--- src/rtl/gcd_master.sv ---
// gcd_master: host-facing sequencer for the GCD slave engine.
// Buffers operand pairs in a small FIFO, issues one slave request at a time,
// holds each result for the host and counts completed transactions.
// Optional feature: define GCD_MASTER_TIMEOUT_EN to add a WAIT watchdog and err_o.
module gcd_master #(
    parameter int unsigned WIDTH      = 4,
    parameter int unsigned DEPTH      = 4,
    parameter int unsigned TMO_CYCLES = 64
) (
    input  logic             clk_i,
    input  logic             rst_i,
    input  logic             in_valid_i,
    output logic             in_ready_o,
    input  logic [WIDTH-1:0] in_a_i,
    input  logic [WIDTH-1:0] in_b_i,
    output logic             res_valid_o,
    input  logic             res_ready_i,
    output logic [WIDTH-1:0] res_data_o,
    output logic             gcd_req_o,
    output logic [WIDTH-1:0] gcd_op_a_o,
    output logic [WIDTH-1:0] gcd_op_b_o,
    input  logic             gcd_busy_i,
    input  logic             gcd_valid_i,
    input  logic [WIDTH-1:0] gcd_result_i,
`ifdef GCD_MASTER_TIMEOUT_EN
    output logic             err_o,
`endif
    output logic [7:0]       done_cnt_o
);

    localparam int unsigned PTR_W = $clog2(DEPTH);
    localparam int unsigned CNT_W = $clog2(DEPTH + 1);

    // Reject parameter sets the pointer arithmetic cannot support
    if (DEPTH < 2 || (DEPTH & (DEPTH - 1)) != 0 || TMO_CYCLES == 0 || WIDTH == 0) begin : g_bad_params
        $error("gcd_master: DEPTH must be a power of two >= 2, WIDTH and TMO_CYCLES non-zero");
    end

    typedef enum logic [1:0] {
        S_IDLE,
        S_ISSUE,
        S_WAIT,
        S_HOLD
    } state_t;

    state_t state_q, state_n;

    logic [WIDTH-1:0] fifo_a_q [DEPTH];
    logic [WIDTH-1:0] fifo_b_q [DEPTH];
    logic [PTR_W-1:0] wr_ptr_q, rd_ptr_q;
    logic [CNT_W-1:0] count_q;

    logic push;
    logic pop;
    logic capture;

`ifdef GCD_MASTER_TIMEOUT_EN
    localparam int unsigned TMO_W = $clog2(TMO_CYCLES + 1);
    logic [TMO_W-1:0] tmo_cnt_q;
    logic             expire;
`endif

    // Ready depends only on the registered count, so a full FIFO refuses pushes even during a pop
    assign in_ready_o = (count_q != CNT_W'(DEPTH));
    assign push       = in_valid_i && in_ready_o;

    // FIFO storage; data needs no reset since count gates every read
    always_ff @(posedge clk_i) begin
        if (push) begin
            fifo_a_q[wr_ptr_q] <= in_a_i;
            fifo_b_q[wr_ptr_q] <= in_b_i;
        end
    end

    // FIFO pointers and occupancy
    always_ff @(posedge clk_i) begin
        if (rst_i) begin
            wr_ptr_q <= '0;
            rd_ptr_q <= '0;
            count_q  <= '0;
        end else begin
            if (push) begin
                wr_ptr_q <= wr_ptr_q + PTR_W'(1);
            end
            if (pop) begin
                rd_ptr_q <= rd_ptr_q + PTR_W'(1);
            end
            case ({push, pop})
                2'b10:   count_q <= count_q + CNT_W'(1);
                2'b01:   count_q <= count_q - CNT_W'(1);
                default: count_q <= count_q;
            endcase
        end
    end

    // State register
    always_ff @(posedge clk_i) begin
        if (rst_i) begin
            state_q <= S_IDLE;
        end else begin
            state_q <= state_n;
        end
    end

    // Next-state logic and per-cycle strobes
    always_comb begin
        state_n = state_q;
        pop     = 1'b0;
        capture = 1'b0;
`ifdef GCD_MASTER_TIMEOUT_EN
        expire  = 1'b0;
`endif
        case (state_q)
            S_IDLE: begin
                if (count_q != '0) begin
                    pop     = 1'b1;
                    state_n = S_ISSUE;
                end
            end
            S_ISSUE: begin
                if (!gcd_busy_i) begin
                    state_n = S_WAIT;
                end
            end
            S_WAIT: begin
                if (gcd_valid_i) begin
                    capture = 1'b1;
                    state_n = S_HOLD;
                end
`ifdef GCD_MASTER_TIMEOUT_EN
                else if (tmo_cnt_q == TMO_W'(TMO_CYCLES - 1)) begin
                    expire  = 1'b1;
                    state_n = S_HOLD;
                end
`endif
            end
            S_HOLD: begin
                if (res_ready_i) begin
                    state_n = S_IDLE;
                end
            end
            default: state_n = S_IDLE;
        endcase
    end

`ifdef GCD_MASTER_TIMEOUT_EN
    // Watchdog counts consecutive WAIT cycles and restarts on every entry
    always_ff @(posedge clk_i) begin
        if (rst_i) begin
            tmo_cnt_q <= '0;
        end else if (state_q == S_WAIT && state_n == S_WAIT) begin
            tmo_cnt_q <= tmo_cnt_q + TMO_W'(1);
        end else begin
            tmo_cnt_q <= '0;
        end
    end

    // Error flag travels with the held result and drops on the host handshake
    always_ff @(posedge clk_i) begin
        if (rst_i) begin
            err_o <= 1'b0;
        end else if (expire) begin
            err_o <= 1'b1;
        end else if (capture || (state_q == S_HOLD && res_ready_i)) begin
            err_o <= 1'b0;
        end
    end
`endif

    // Registered outputs, decoded from the next state so they align with it
    always_ff @(posedge clk_i) begin
        if (rst_i) begin
            gcd_req_o   <= 1'b0;
            res_valid_o <= 1'b0;
            gcd_op_a_o  <= '0;
            gcd_op_b_o  <= '0;
            res_data_o  <= '0;
            done_cnt_o  <= '0;
        end else begin
            gcd_req_o   <= (state_n == S_ISSUE);
            res_valid_o <= (state_n == S_HOLD);
            if (pop) begin
                gcd_op_a_o <= fifo_a_q[rd_ptr_q];
                gcd_op_b_o <= fifo_b_q[rd_ptr_q];
            end
            if (capture) begin
                res_data_o <= gcd_result_i;
                done_cnt_o <= done_cnt_o + 8'd1;
            end
`ifdef GCD_MASTER_TIMEOUT_EN
            if (expire) begin
                res_data_o <= '0;
                done_cnt_o <= done_cnt_o + 8'd1;
            end
`endif
        end
    end

endmodule

--- config.mk ---
export PLATFORM = sky130hd
export DESIGN_NAME = gcd_master
export DESIGN_NICKNAME = d
export VERILOG_FILES = /design/src/rtl/gcd_master.sv
export SDC_FILE = /design/constraint.sdc
export NUM_CORES = 1
export LEC_CHECK = 0
export CAP_MARGIN = 20
export CORE_MARGIN = 1
export CORE_UTILIZATION = 49
export DETAILED_ROUTE_END_ITERATION = 12
export HOLD_SLACK_MARGIN = 0.05
export PLACE_DENSITY_LB_ADDON = 0.08
export SLEW_MARGIN = 30
export SYNTH_ARGS = -nofsm -noshare
export SYNTH_HDL_FRONTEND = slang
export SYNTH_SLANG_ARGS = --single-unit
--- constraint.sdc ---
create_clock -name clk_i -period 3.5 [get_ports clk_i]
set_input_delay 0.7 -clock clk_i [delete_from_list [all_inputs] [get_ports clk_i]]
set_output_delay 0.7 -clock clk_i [all_outputs]
set_load 0.01 [all_outputs]
# Yosys cells after proc, flatten, opt, wreduce, memory -nomap -nowiden
# Memory sizes are Yosys's and may differ from the RTL's. A register that Yosys moved wholly into a read port is not among the register bits.
# Index checks and enable logic that the tools add are counted.
# Widths: inputs -> output; s select.
dict set report classes {
  n_reduce_logical 4
  muxes 12
  eq_ne 8
  n_addsub 5
}
# cell n
set ops {}
lappend ops {{$add 8x1->8 const B} 1}
lappend ops {{$eq 2x2->1 const B} 4}
lappend ops {{$mux 2} 4}
lappend ops {{$pmux 2 s4} 1}
lappend ops {{$eq 2x1->1 const B} 3}
lappend ops {{$mux 1} 6}
lappend ops {{$pmux 3 s2} 1}
lappend ops {{$add 2x1->2 const B} 2}
lappend ops {{$add 3x1->3 const B} 1}
lappend ops {{$ne 3x3->1 const B} 1}
lappend ops {{$reduce_bool 3->1} 1}
lappend ops {{$sub 3x1->3 const B} 1}
lappend ops {{$logic_not 2->1} 1}
lappend ops {{$reduce_bool 2->1} 1}
lappend ops {{$logic_and 1x1->1} 1}
dict set report word_totals {
  ff_bits 23
  memories 2
  out_inout_bits 23
  in_bits 18
  mem_bits_rw 32
}
# memory words width read_ports rd_clocked_by_memory_dff write_ports line_no
set memory_table {}
lappend memory_table {fifo_a_q 4 4 1 1 1 48} ;# logic [WIDTH-1:0] fifo_a_q [DEPTH];
lappend memory_table {fifo_b_q 4 4 1 1 1 49} ;# logic [WIDTH-1:0] fifo_b_q [DEPTH];

# Longest topological paths before layout
dict set report depth {
  ltp_word 5
  ltp_mapped 9
  mapped_depth_nobuf 7
}

# Worst setup path before layout
# Ideal clock, no wire load.
dict set report synth_path {
  path_type {input to register}
  startpoint {input port in_valid_i}
  endpoint {register count_q[2]}
  n_path_buf 1
  t_arrival_ps 2128
  setup_ps 70
  setup_slack_ps 1302
  path_stages 7
  required_time_ps 3430
  path_cell_list {buf_1 nand2_1 ha_1 fa_1 xnor2_1 or3_1 a21oi_1}
}
dict set report synth_between {
  elab_chain_len 3
  elab_cells_between_ends 5
  cone_classes {2 x eq/ne; 1 x mux; 2 x reduce/logical}
}
# element line_no
set synth_lines {}
lappend synth_lines {{start, declared} 12} ;# input logic in_valid_i,
lappend synth_lines {{$logic_and 1x1->1 *} 65} ;# assign push = in_valid_i && in_ready_o;
lappend synth_lines {{$eq 2x1->1 or $eq 2x2->1 (tied branches)} 88} ;# case ({push, pop})
lappend synth_lines {{$pmux 3 s2 or $reduce_bool 2->1 (tied branches)} -}
lappend synth_lines {{end signal, assigned} 89} ;# 2'b10: count_q <= count_q + CNT_W'(1);
lappend synth_lines {{end signal, assigned} 90} ;# 2'b01: count_q <= count_q - CNT_W'(1);
lappend synth_lines {{end signal, assigned} 91} ;# default: count_q <= count_q;
lappend synth_lines {{end, declared} 51} ;# logic [CNT_W-1:0] count_q;
# Mark *: on every way between the ends. The rest lies on a longest branch, timed or not.
# A chain may end at the register's enable or synchronous reset.

# Final worst setup path
dict set report layout_path {
  startpoint {register count_q[0]}
  endpoint {output port in_ready_o}
}
dict set report layout_between {
  elab_chain_len 1
}
# element line_no
set layout_lines {}
lappend layout_lines {{$ne 3x3->1} 64} ;# assign in_ready_o = (count_q != CNT_W'(DEPTH));
lappend layout_lines {{end, declared} 13} ;# output logic in_ready_o,
# Every way passes these cells.

==> results.cfg <==
[grt]
grt_pass1_vias = 1581
grt_overflow = 0
grt_max_degree = 20
antenna_found_initial = 0
grt_pass1_wl_um = 7740
grt_use_total_pct = 19.8

[yosys]
synth_top_area_cell = edfxtp_1
syn_inst = 196
syn_area_per_cell_um2 = 13.0
netlist_area_um2 = 2550
synth_cell_types = 36
yosys_warnings = 0
synth_area_leaders = edfxtp_1, dfxtp_1, mux4_2, a21oi_1, ha_1
synth_top_area_share_pct = 37.7
syn_nets = 221
ys_seq_area_share_pct = 62.0
synth_seq_cells = 63

[drt]
route.detailed.drc = 0
met1_length_um = 2240
vias = 1648
wl_met2_um = 2250
vias_per_cell = 5.35
drt_pass1_iterations = 4
drt_wl_total_um = 4740
dr_wl_met3_um = 206
ant_nets = 0
dr.first_iter.drc_count = 154
top_layer_used = met4
routedWlPerCell_um = 15.4

[finish]
area_growth_pct = 24.0
final_nets = 261
drive_above_1_share_pct = 11.6
final_util_pct = 64.8
final_common_cell = clkdlybuf4s50_1
final_cell_mix = clkdlybuf4s50_1, edfxtp_1, dfxtp_1
stdcell_count = 308
antenna_cells = 0
fin_area_um2 = 3160

[timing]
rsz0062_at_grt = no
hold_viol = 0
fmax_ghz = 0.409
final_max_slew_viol_count = 0
period_share_pct = 69.8
setup_tns_ns = 0
worst_slack_ns = 1.06
slew_headroom_pct = 55.0
setup_viol = 0
fin_hold_ws_ns = 0.483
finalCriticalPeriod_ns = 2.44
clock-skew-final_ns = 0.00745
tightestPinTransition_ns = 0.673

[clock_network]
root_buffer = clkbuf_8
postCtsHoldBufs = 0
clk_latency_ns = 0.33
clkSinkCount = 63
clkTransAtPathRegs_ns = 0.06
cts_tree = yes
cts_max_level = 3
clk_path_buf_depth = 2
cts_inserted_buffers = 9
post-cts-setup-buffers = 0
post_cts_resize_count = 0

[place]
place_inst = 292
post-place-ws_ns = 0.822
gp_congestion = 0.714
placed_area_um2 = 2980
io_buffer_count = 40
dp_hpwl_um = 3210

[power]
ir_drop_v = 0.000375
finalPower_mw = 2.22
power_leakage_nw = 1.14
power_density_nw_per_um2 = 702

[floorplan]
rows = 25
die_y_um = 74.2
die-area_um2 = 5500
die_x_um = 74.2
core_um2 = 4880
initial_core_util_pct = 52.3
io_pins = 41

[worst_setup_path]
crit_fanout = 10
worstSetupPathType = reg2out
cp.required_ns = 2.80
setup.worst_path.end_class = output port
crit_arrival_ns = 1.74
cp-start-kind = flop

[status]
status = complete, no violations

[min_path]
hp-class = reg2reg

[run]
cap_violations = 0
-- final timing paths --
kind | from | end | slack, ns | cells after the start
max | count_q[0] | in_ready_o | 1.06 | 2
min | done_cnt_o[7] | done_cnt_o[7] | 0.48 | 2
max reg2reg | state_q[1] | count_q[2] | 1.32 | 7
min reg2reg | done_cnt_o[7] | done_cnt_o[7] | 0.48 | 2
-- power by group --
group          total (mW)  switching, mW  internal (mW)  leakage [nW]
registers           0.995         0.0959          0.899         0.546
clock network       0.592          0.270          0.322        0.0941
logic               0.634          0.319          0.315         0.496
-- cells by family after synthesis --
family | share of synthesized area (%)
adders and majority gates | 3.73
and+or+nand+nor | 11.2
muxes | 9.81
buffers and inverters | 3.48
AOI/OAI and AO/OA | 8.44
DFF | 62.0
xor gates and xnor gates | 1.37
-- critical path, stage by stage, from the launching register on --
cell and delay (ns):
dfxtp_1 0.36, or3b_1 0.53, clkdlybuf4s50_1 0.53
-- Yosys cell counts, drive strengths merged --
library cell and count:
edfxtp 32, dfxtp 31, a21oi 17, nor2 15, o21ai 13, nand3 11
buf 8, mux4 8, mux2i 7, ha 6, or3 6, clkbuf 5
and3 4, inv 4, nand2 3, xor2 3, a21o 2, a311oi 2
nand4 2, nor3 2, o31ai 2, or2 2, or4 2, a31o 1
fa 1, nand2b 1, nand3b 1, nand4b 1, nor2b 1, o32ai 1
or3b 1, xnor2 1
-- registers in the layout, indices dropped and copies added (netlist names) --
signal	cells
count_q	3
done_cnt_o	8
fifo_a_q	16
fifo_b_q	16
gcd_op_a_o	4
gcd_op_b_o	4
gcd_req_o	1
rd_ptr_q	2
res_data_o	4
res_valid_o	1
state_q	2
wr_ptr_q	2
-- area by class of cell --
class / instances / area (um^2)
clock inverters: 7 / 63.8
clock buffers: 9 / 124
inverters: 4 / 15.0
fillers: 388 / 1720
well taps: 67 / 83.8
flip-flops and latches: 63 / 1580
multi-input cells: 116 / 881
repair buffers: 42 / 415
-- metal layers --
| metal | vias to the layer above | track usage [%] |
|---|---|---|
| li1 | 809 | - |
| met1 | 796 | 27.8 |
| met2 | 38 | 29.3 |
| met3 | 5 | 6.10 |
| met4 | 0 | 7.05 |
| met5 | - | 0 |
No activity file was read; power rests on OpenSTA's default activity.
